==> config.mk <==
export PLATFORM = sky130hd
export DESIGN_NAME = ecg_window_feeder
export DESIGN_NICKNAME = d
export VERILOG_FILES = /design/src/rtl/ecg_window_feeder.sv
export SDC_FILE = /design/constraint.sdc
export NUM_CORES = 1
export LEC_CHECK = 0
export ABC_AREA = 1
export BUFFER_PORTS_ARGS = -buffer_cell sky130_fd_sc_hd__buf_4
export CAP_MARGIN = 25
export CORE_ASPECT_RATIO = 1.75
export CORE_MARGIN = 3
export CORE_UTILIZATION = 45
export CTS_CLUSTER_SIZE = 25
export DETAILED_ROUTE_END_ITERATION = 10
export PLACE_DENSITY_LB_ADDON = 0.25
export SLEW_MARGIN = 20
export SYNTH_ARGS = -nofsm -noshare
export SYNTH_HDL_FRONTEND = slang
export SYNTH_SLANG_ARGS = --single-unit
==> constraint.sdc <==
create_clock -name clk -period 3.35 [get_ports clk]
set_input_delay 0.335 -clock clk [delete_from_list [all_inputs] [get_ports clk]]
set_output_delay 0.335 -clock clk [all_outputs]
set_load 0.1 [all_outputs]
==> src/rtl/ecg_window_feeder.sv <==
// ---------------------------------------------------------------------------
// ecg_window_feeder
//
// Sliding-window feeder for the fully connected layers. Accepts the 8-bit
// signed ECG sample stream one sample per handshake and publishes a held,
// parallel window of TAPS samples. The first window appears once the window
// has filled. After that, a new window appears every STRIDE accepted samples.
// A published window stays stable until the consumer takes it. A sample that
// would publish over an unconsumed window is held off via s_ready.
//
// Parameters
//   TAPS    window length (node input count)
//   STRIDE  accepted samples between successive windows (1..TAPS)
//
// Ports
//   clk       rising-edge clock
//   reset     asynchronous, active-low reset
//   s_data    signed sample
//   s_valid   sample offered
//   s_ready   sample accepted when s_valid && s_ready
//   flush     record boundary, restarts the window fill
//   win_flat  published window, tap k = win_flat[8k+7:8k], tap 0 oldest
//   w_valid   win_flat holds an unconsumed window
//   w_ready   consumer takes the window when w_valid && w_ready
//   win_cnt   windows published since reset (wraps)
//
// Configuration macro
//   FEEDER_ZERO_PAD_EN  when defined, the window counts as full from
//                       reset/flush. The first window is published after
//                       STRIDE accepts, and the older taps are zero.
// ---------------------------------------------------------------------------
module ecg_window_feeder #(
  parameter int TAPS   = 30,
  parameter int STRIDE = 10
) (
  input  logic                clk,
  input  logic                reset,
  input  logic [7:0]          s_data,
  input  logic                s_valid,
  output logic                s_ready,
  input  logic                flush,
  output logic [8*TAPS-1:0]   win_flat,
  output logic                w_valid,
  input  logic                w_ready,
  output logic [15:0]         win_cnt
);

  localparam int FW = $clog2(TAPS + 1);
  localparam int SW = (STRIDE > 1) ? $clog2(STRIDE) : 1;

  localparam logic [FW-1:0] FILL_FULL   = FW'(TAPS);
  localparam logic [SW-1:0] STRIDE_LAST = SW'(STRIDE - 1);

`ifdef FEEDER_ZERO_PAD_EN
  localparam logic [FW-1:0] FILL_INIT = FILL_FULL;
`else
  localparam logic [FW-1:0] FILL_INIT = '0;
`endif

  logic [7:0]        sh_q [TAPS];
  logic [7:0]        sh_d [TAPS];
  logic [7:0]        sh_shift [TAPS];
  logic [FW-1:0]     fill_q, fill_d, fill_post;
  logic [SW-1:0]     stride_q, stride_d;
  logic              first_q, first_d;
  logic [8*TAPS-1:0] win_flat_q, win_flat_d;
  logic              w_valid_q, w_valid_d;
  logic [15:0]       win_cnt_q, win_cnt_d;
  logic              due;
  logic              accept;
  logic              trigger;

  // Next-state logic. "due" describes what the next accepted sample would
  // do. It is computed from registered state only, so s_ready depends
  // combinationally on w_ready alone.
  always_comb begin
    fill_post = (fill_q == FILL_FULL) ? FILL_FULL : fill_q + 1'b1;

`ifdef FEEDER_ZERO_PAD_EN
    // The window is always treated as full here, so only the stride
    // decides when a window is published, including the first one.
    due = (fill_post == FILL_FULL) && (stride_q == STRIDE_LAST);
`else
    due = (fill_post == FILL_FULL) && (first_q || (stride_q == STRIDE_LAST));
`endif

    // Hold off only the sample that would overwrite an unconsumed window.
    // If the consumer takes the window in the same cycle, the sample is
    // allowed through.
    s_ready = !(due && w_valid_q && !w_ready);
    accept  = s_valid && s_ready;
    trigger = accept && !flush && due;

    for (int k = 0; k < TAPS - 1; k++) begin
      sh_shift[k] = sh_q[k+1];
    end
    sh_shift[TAPS-1] = s_data;

    sh_d       = sh_q;
    fill_d     = fill_q;
    stride_d   = stride_q;
    first_d    = first_q;
    win_flat_d = win_flat_q;
    w_valid_d  = w_valid_q;
    win_cnt_d  = win_cnt_q;

    // A flush takes priority over a coincident accept. The handshake still
    // completes, but the sample is dropped.
    if (flush) begin
      fill_d   = FILL_INIT;
      stride_d = '0;
      first_d  = 1'b1;
      for (int k = 0; k < TAPS; k++) begin
        sh_d[k] = '0;
      end
    end else if (accept) begin
      sh_d   = sh_shift;
      fill_d = fill_post;
      if (due) begin
        stride_d = '0;
        first_d  = 1'b0;
      end else if (fill_post == FILL_FULL) begin
        stride_d = stride_q + 1'b1;
      end
    end

    // A new window beats the consume-clear, so w_valid stays high on a
    // simultaneous take-and-publish.
    if (trigger) begin
      for (int k = 0; k < TAPS; k++) begin
        win_flat_d[8*k +: 8] = sh_shift[k];
      end
      w_valid_d = 1'b1;
      win_cnt_d = win_cnt_q + 16'd1;
    end else if (w_valid_q && w_ready) begin
      w_valid_d = 1'b0;
    end
  end

  always_ff @(posedge clk or negedge reset) begin
    if (!reset) begin
      for (int k = 0; k < TAPS; k++) begin
        sh_q[k] <= '0;
      end
      fill_q     <= FILL_INIT;
      stride_q   <= '0;
      first_q    <= 1'b1;
      win_flat_q <= '0;
      w_valid_q  <= 1'b0;
      win_cnt_q  <= '0;
    end else begin
      sh_q       <= sh_d;
      fill_q     <= fill_d;
      stride_q   <= stride_d;
      first_q    <= first_d;
      win_flat_q <= win_flat_d;
      w_valid_q  <= w_valid_d;
      win_cnt_q  <= win_cnt_d;
    end
  end

  assign win_flat = win_flat_q;
  assign w_valid  = w_valid_q;
  assign win_cnt  = win_cnt_q;

endmodule
==> results of run 1 <==
-- critical path, stage by stage (launching register included) --
cell and delay [ns]:
dfrtp_1 0.42, inv_1 0.09, ha_1 0.22, nand2_1 0.09, inv_1 0.05, nand2_1 0.11
nand3_1 0.11, nand2_1 0.11, nor3_2 0.06, nand2_4 0.17, buf_6 0.38, buf_4 0.37
-- cells in the mapped netlist --
| cell | n |
|---|---|
| nor3_1 | 7 |
| o21ai_0 | 9 |
| buf_4 | 8 |
| dfrtp_1 | 498 |
| a31o_2 | 1 |
| nor2_1 | 8 |
| clkbuf_1 | 89 |
| nand3_1 | 253 |
| nand2_2 | 1 |
| buf_2 | 61 |
| ha_1 | 5 |
| o21ai_1 | 1 |
| dfstp_2 | 1 |
| inv_1 | 27 |
| buf_1 | 24 |
| xor2_1 | 10 |
| nor3_2 | 1 |
| inv_2 | 2 |
| nand4_1 | 243 |
| xnor2_1 | 6 |
| o211ai_1 | 1 |
| buf_6 | 6 |
| nand2_1 | 1019 |
-- what timing repair did --
action                                  4_1_cts  5_1_grt
hold endpoints to repair                     88        0
hold buffers                                  8        0
endpoints found under the setup margin        0        1
resized for setup                             0        1
-- cell type report --
type | count | area [µm²] | area share
Timing Repair Buffer | 308 | 2520 | 0.104
Multi-Input combinational cell | 1565 | 6980 | 0.287
Sequential cell | 499 | 12500 | 0.514
Tap cell | 572 | 716 | 0.0294
Clock buffer | 55 | 1220 | 0.0503
Clock inverter | 23 | 253 | 0.0104
Inverter | 29 | 124 | 0.00510
-- final timing paths --
check | to | cells past startpoint
max | s_ready | 11
min | win_flat[232] | 3
max reg2reg | win_flat[89] | 13
min reg2reg | win_flat[5] | 2
max in group asynchronous | win_flat[90] | 3
min in group asynchronous | win_cnt[4] | 2
-- state kept, by name (all words and copies together), names as in the netlist --
name,count
fill_q,5
first_q,1
sh_q,232
stride_q,4
w_valid,1
win_cnt,16
win_flat,240
-- logic make-up (layout without fill, tap and decap cells) --
kind of cell / after synthesis / after routing / synth area share
AO/OA/AOI/OAI: 12 / 12 / 0.00325
XOR/XNOR: 16 / 16 / 0.00686
adder cells (fa/ha/maj): 5 / 5 / 0.00306
buffers and inverters: 217 / 415 / 0.0473
flip-flops: 499 / 499 / 0.612
AND/OR/NAND/NOR: 1532 / 1532 / 0.328
-- through the flow --
| step | total power, µW | area (µm²) |
|---|---|---|
| 2_1_floorplan | 6340 | 20400 |
| 4_1_cts | 11800 | 24300 |
| 3_3_place_gp | 6540 | 22700 |
| 5_1_grt | 12100 | 24300 |
| 3_5_place_dp | 6540 | 22700 |
| 6_report | 11700 | 24300 |
-- metal layers --
layer,vias up,GRT usage
li1,7831,-
met1,8157,0.286
met2,512,0.381
met3,74,0.0297
met4,0,0.0594
met5,-,0
-- power breakdown --
part,leakage (µW),switching [µW],internal (µW)
registers,0.00696,14.8,6040
clock network,0.000737,2250,2990
logic,0.00599,315,62.0
==> results.yml, run 1 <==
drt:
  wl_mm: 53.3
  antenna_left: 0
  firstDrtPassIters: 5
  avgViaCountPerCell: 5.43
  route.met2.wl_mm: 27.6
  wl_met3_mm: 2.82
  drt-met1-wl_mm: 21.6
  drt_iter0_drc: 1479
  route.detailed.drc: 0
  vias: 16600
  routed.top_layer: "met4"
  post_drt_wl_per_cell_um: 17.5
clock_network:
  cts_tree: "done"
  clockBufferDepth: 3
  clock_latency_ns: 0.55
  htreeDepth: 2
  clk_pin_slew_ns: 0.06
  cts-root-buf: "clkbuf_16"
  cts_buffers: 45
  cts_num_sinks: 499
  post_cts_buffers: 0
die:
  initial_core_util: 0.458
  io_pins: 271
  coreArea_um2: 44500
  die_h_um: 288
  die_w_um: 167
  num_rows: 102
  dieArea_um2: 48100
finish:
  antenna_cells: 0
  layout.cells.non_filler: 3051
  post-route-util: 0.546
  final_common_cell: "nand2_1"
  final_nets: 2466
  area_delta_synth_final_pct: 19.1
  n_fill_cell: 3974
  layout_common_cells: "1,017 x nand2_1, 498 x dfrtp_1, 283 x buf_4"
  drive_gt1_frac: 0.154
timing:
  setup_violations: 0
  tns_ns: 0
  worst_pin_slew_ns: 1.18
  period_share: 0.920
  grt_setup_unrepaired: "false"
  fmax_ghz: 0.324
  drv_slew: 0
  period_minus_slack_ns: 3.08
  maxSlewHeadroom: 0.217
  hold_slack_ns: 0.0393
  hold_viol: 0
  finalClockSkew_ns: 0.0130
  layout_setup_ws_ns: 0.266
synthesis:
  seq_area_frac_synth: 0.612
  synth.net_count: 2299
  yosysTopAreaCellShare: 0.610
  yosys.area.top_type: "dfrtp_1"
  ys_top_cells_by_area: "dfrtp_1 61%, nand2_1 19%, nand4_1 7.4%, nand3_1 6.2%, clkbuf_1 1.6%"
  synth.distinct_cells: 23
  avgSynthCellArea_um2: 8.95
  yosys_warnings: 0
  synth_cells: 2281
  ys_ff_latch: 499
  synthesis.area_um2: 20400
placed_design:
  dp_cells: 2965
  gp_congestion: 0.822
  post-dp-hpwl_mm: 32.5
  port_buffers: 270
  pre_cts_slack_ns: 0.395
global_routing:
  gr-total-overflow: 0
  grt_usage: 0.218
  antenna_found_initial: 0
  grt_pass1_vias: 16100
  grt_max_degree: 260
  grt_pass1_wl_mm: 87.4
setup_path:
  start_kind: "flip-flop"
  criticalPathCategory: "reg -> out"
  critPathLaunch: "fill_q[0]"
  crit_path_max_fanout: 51
  required_ns: 3.01
  regToRegSetupSlack_ns: 0.38
  endpoint_kind: "primary output"
  cp.arrival_ns: 2.75
  rr_startpoint: "fill_q[0]"
job:
  maxCapViolations: 0
pwr:
  p_leak_uw: 0.0137
  power_density_nw_per_um2: 480
  peakVddDrop_v: 0.000422
min_path:
  hp-start: "s_data[0]"
  min_path_type: "in -> reg"
outcome:
  outcome: "finished, final reports clean"
Note: power is estimated with default switching activity, not from simulation.
==> run 2, diff against run 1 <==
--- a/config.mk
+++ b/config.mk
@@ -14,4 +14,5 @@
 export CTS_CLUSTER_SIZE = 25
 export DETAILED_ROUTE_END_ITERATION = 10
+export HOLD_SLACK_MARGIN = 0.05
 export PLACE_DENSITY_LB_ADDON = 0.25
 export SLEW_MARGIN = 20
==> constraint.sdc (replaced) <==
create_clock -name clk -period 3.35 [get_ports clk]
set_input_delay 0.335 -clock clk [delete_from_list [all_inputs] [get_ports clk]]
set_output_delay 0.335 -clock clk [all_outputs]
set_load 0.01 [all_outputs]
==> run 2 against run 1 <==
Against the previous run:
- sequential cell count is the same
- clock skew grew 0.0029 ns
- sequential share of layout area grew 0.085 points
- non-clock buffer count shrank 3
- wire length grew 1.9%
- final area shrank 0.16%
- count of clock-buffer cells in the layout grew 14
- power shrank 1.5%
- die area is the same
==> results.yml, run 2 (synthesis gave the netlist of run 1 again) <==
clock_network:
  clockBufferDepth: 3
  cts_num_sinks: 499
  htreeDepth: 2
  clock_latency_ns: 0.55
  clk_pin_slew_ns: 0.06
  post_cts_buffers: 0
  cts_buffers: 46
  cts-root-buf: "clkbuf_16"
  cts_tree: "done"
  cts-resized-gates: 0
finish:
  drive_gt1_frac: 0.149
  layout.cells.non_filler: 3049
  final_common_cell: "nand2_1"
  antenna_cells: 0
  n_fill_cell: 4007
  area_delta_synth_final_pct: 18.9
  largest_register_ffs: 240
  final_nets: 2464
  design_area_um2: 24300
  layout_common_cells: "1,017 x nand2_1, 498 x dfrtp_1, 277 x buf_4"
timing:
  period_share: 0.903
  hold_viol: 0
  grt_setup_unrepaired: "false"
  setup_violations: 0
  tns_ns: 0
  maxSlewHeadroom: 0.133
  hold_slack_ns: 0.0882
  drv_slew: 0
  period_minus_slack_ns: 3.02
  finalClockSkew_ns: 0.0159
  worst_pin_slew_ns: 1.30
  fmax_ghz: 0.331
die:
  die_h_um: 288
  initial_core_util: 0.458
  die_w_um: 167
  io_pins: 271
  num_rows: 102
  dieArea_um2: 48100
  coreArea_um2: 44500
drt:
  firstDrtPassIters: 8
  vias: 16600
  route.detailed.drc: 0
  drt_iter0_drc: 1513
  antenna_left: 0
  post_drt_wl_per_cell_um: 17.8
  avgViaCountPerCell: 5.43
  wl_mm: 54.3
pwr:
  power_uw: 11500
  peakVddDrop_v: 0.000407
  power_density_nw_per_um2: 473
  p_comb_frac: 0.033
  power_switching_uw: 2550
  seq_power_share: 0.527
  clkPwrFrac: 0.440
  internal_power_uw: 8930
  p_leak_uw: 0.0136
  swShare: 0.222
global_routing:
  grt_usage: 0.223
  grt_max_degree: 260
  grt_pass1_wl_mm: 89.3
  grt_pass1_vias: 16400
  antenna_found_initial: 0
  gr-total-overflow: 0
setup_path:
  endpoint_kind: "primary output"
  cp.arrival_ns: 2.69
  start_kind: "flip-flop"
  reg2reg_depth: 12
  crit_path_max_fanout: 62
  required_ns: 3.01
  criticalPathCategory: "reg -> out"
placed_design:
  placed_area_um2: 22800
  post-dp-hpwl_mm: 32.6
  gp_congestion: 0.834
  dp_cells: 2961
  port_buffers: 270
min_path:
  min_path_type: "in -> reg"
  whs_path_depth: 3
outcome:
  outcome: "finished, final reports clean"
job:
  maxCapViolations: 0
-- run 2: cell count changes in the layout (fill, tap and decap cells not counted), moves of 2 or more --
cell       change
clkbuf_1      +10
clkinv_2       -8
buf_4          -6
bufinv_16      -4
buf_12         +3
clkbuf_16      +2
clkbuf_8       +2
-- run 2: final cells by class --
cell class | instances | area (µm²) | share of cell area
sequential | 499 | 12500 | 0.515
clock inverter | 10 | 83.8 | 0.00345
clock buffer | 69 | 1340 | 0.0552
multi-input combinational | 1565 | 6980 | 0.288
timing repair buffer | 305 | 2540 | 0.105
inverter | 29 | 124 | 0.00510
tap | 572 | 716 | 0.0295
-- run 2: power by group through the flow --
stage               logic, µW  clock network, µW  registers (µW)
finish                    380               5050            6050
global route              426               5420            6050
floorplan                 177                  0            6160
CTS                       388               5180            6050
global placement          374                  0            6160
detailed placement        379                  0            6160
-- run 2: what timing repair did --
action | 4_1_cts | 5_1_grt
hold buffers | 9 | 0
setup endpoints to repair | 0 | 0
hold endpoints to repair | 94 | 0
-- run 2: worst paths after layout --
kind | start | endpoint | slack [ns]
max in group asynchronous | reset | win_flat[57] | 1.94
worst min register to register | sh_q[229] | win_flat[5] | 0.48
min in group asynchronous | reset | sh_q[49] | 0.46
worst max register to register | fill_q[1] | win_flat[165] | 0.41
worst max-delay path | fill_q[1] | s_ready | 0.33
worst min-delay path | flush | first_q | 0.09
-- run 2: layer usage --
| metal | global-route usage | share of wire | up-vias |
|---|---|---|---|
| met3 | 0.0272 | 0.049 | 77 |
| met1 | 0.297 | 0.42 | 8146 |
| met4 | 0.0625 | 0.025 | 0 |
| met2 | 0.387 | 0.51 | 506 |
| li1 | - | - | 7827 |
| met5 | 0 | 0 | - |
-- run 2: through the flow --
step	worst slack (ns)	util
floorplan	1.39	-
global placement	0.529	0.511
detailed placement	0.473	0.511
CTS	0.372	0.545
global route	0.124	0.545
finish	0.326	0.545
-- run 2: worst max-delay path, stage by stage (launching register included) --
cell,delay [ns]
dfrtp_1,0.44
ha_1,0.26
inv_1,0.06
nand2_1,0.08
nand2_1,0.06
nand2_1,0.07
nand3_1,0.12
nor3_2,0.28
nand2_4,0.26
buf_12,0.29
buf_4,0.18
==> run 3, diff against run 2 <==
- CORE_MARGIN: 3 -> not set
- RECOVER_POWER: not set -> 100
==> run 3 against run 2 <==
Against the previous run:
- the flow now finishes with violations (max-capacitance violations, max-slew violations)
- utilization shrank 2.2 points
- worst hold slack gained 0.0077 ns
- wire length decreased by 0.65%
- via count is 0.82% higher
- sequential share of layout area rose by 2.1 points
- critical path depth up 1
- clock skew down 0.0021 ns
- maximum frequency decreased by 1.7%
- global-route usage is 0.99 points higher
- sequential cell count unchanged
==> results.yml, run 3 (synthesis gave the netlist of run 1 again) <==
min_path:
  min_path_type: "in -> reg"
clock_network:
  cts_buffers: 45
  clk_pin_slew_ns: 0.06
  cts_num_sinks: 499
  clockBufferDepth: 3
  clock_latency_ns: 0.55
  cts-root-buf: "clkbuf_16"
  htreeDepth: 2
  cts_tree: "done"
timing:
  tns_ns: 0
  grt_setup_unrepaired: "false"
  period_share: 0.918
  finalClockSkew_ns: 0.0138
  hold_slack_ns: 0.0958
  worst_pin_slew_ns: 2.35
  period_minus_slack_ns: 3.07
  hold_viol: 0
  drv_slew: 79
  maxSlewHeadroom: -0.565
  setup_violations: 0
  fmax_ghz: 0.325
  layout_setup_ws_ns: 0.275
setup_path:
  start_kind: "flip-flop"
  crit_path_max_fanout: 29
  cp_common_cell: "nand2_1"
  crit_path_max_incr_delay_ns: 0.42
  path_cells: "inv_1 > ha_1 > nand2_1 > inv_1 > nand2_1 > nand2_1 > nand3_1 > nor3_2 > nand2_4 > buf_4 > clkbuf_2"
  required_ns: 3.01
  cp.arrival_ns: 2.74
  endpoint_kind: "primary output"
  criticalPathCategory: "reg -> out"
  crit_slowest_cell: "dfrtp_1"
global_routing:
  grt_pass1_vias: 16000
  gr-total-overflow: 0
  grt_pass1_wl_mm: 87.2
  grt_max_degree: 259
  antenna_found_initial: 0
  grt_usage: 0.233
die:
  die_w_um: 163
  io_pins: 271
  dieArea_um2: 46300
  num_rows: 102
  coreArea_um2: 44500
  die_h_um: 284
  initial_core_util: 0.458
finish:
  multi_input_area_um2: 6970
  drive_gt1_frac: 0.0472
  final_common_cell: "nand2_1"
  layout_common_cells: "1,018 x nand2_1, 498 x dfrtp_1, 269 x clkbuf_1"
  antenna_cells: 0
  final_nets: 2466
  n_fill_cell: 4284
  regArea_um2: 12500
  largest_register_ffs: 240
  area_delta_synth_final_pct: 14.2
placed_design:
  pre_cts_slack_ns: 0.560
  port_buffers: 270
  post-dp-hpwl_mm: 32.4
  gp_congestion: 0.884
drt:
  firstDrtPassIters: 7
  route.detailed.drc: 0
  antenna_left: 0
  avgViaCountPerCell: 5.47
  wl_mm: 53.9
  drt_iter0_drc: 1714
  post_drt_wl_per_cell_um: 17.7
  vias: 16700
pwr:
  power_uw: 11700
  p_leak_uw: 0.0126
  peakVddDrop_v: 0.000357
  power_density_nw_per_um2: 502
job:
  maxCapViolations: 1
outcome:
  violations: "max-capacitance violations, max-slew violations"
  outcome: "finished with violations"
## run 3: cell count changes in the layout (fill, tap and decap cells not counted), moves of 2 or more
cell       delta
buf_4       -261
clkbuf_1    +255
buf_12        -5
clkbuf_2      +4
clkbuf_8      +4
buf_6         +3
bufinv_16     +3
clkbuf_4      +3
clkbuf_16     -2
clkinv_4      +2
## run 3: repair_timing
| item | CTS | global route |
|---|---|---|
| hold endpoints to repair | 86 | 0 |
| buffers inserted | 0 | 0 |
| gates resized for setup | 0 | 0 |
| hold buffers | 9 | 0 |
## run 3: cell type report
type                    instances  area share
repair buffers                308      0.0651
flip-flops and latches        499       0.536
clock buffers                  67      0.0570
clock inverters                12     0.00730
multi-input cells            1565       0.299
inverters                      29     0.00505
well taps                     572      0.0307
## run 3: layer usage
layer  track usage  part of all wire
met1         0.307              0.41
met2         0.392              0.51
met3        0.0254             0.045
met4        0.0883             0.037
met5             0                 0
## run 3: report_power, final
part           internal (µW)  leakage (µW)  total, µW  switching [µW]
logic                   57.7       0.00486        373             315
registers               6040       0.00696       6050            13.6
clock network           3050      0.000737       5270            2220
## run 3: critical path, delay by kind of cell, from the launching register on
family | cells | cell delay [ns]
adders and majority gates | 1 | 0.18
and+or+nand+nor | 6 | 0.91
DFF | 1 | 0.42
buffers and inverters | 4 | 0.66
## run 3: final timing paths
kind,start,endpoint,slack (ns),cells past startpoint
max,fill_q[0],s_ready,0.28,11
min,flush,first_q,0.1,3
max reg2reg,fill_q[0],win_flat[214],0.34,13
min reg2reg,sh_q[228],win_flat[4],0.47,2
max in group asynchronous,reset,sh_q[37],0.51,3
min in group asynchronous,reset,win_cnt[4],0.99,2
## run 3: through the flow
stage / std cells / util / instance area (µm²)
floorplan: 2281 / - / 20400
global placement: 2964 / 0.511 / 22800
detailed placement: 2964 / 0.511 / 22800
CTS: 3052 / 0.547 / 24400
global route: 3052 / 0.523 / 23300
finish: 3052 / 0.523 / 23300
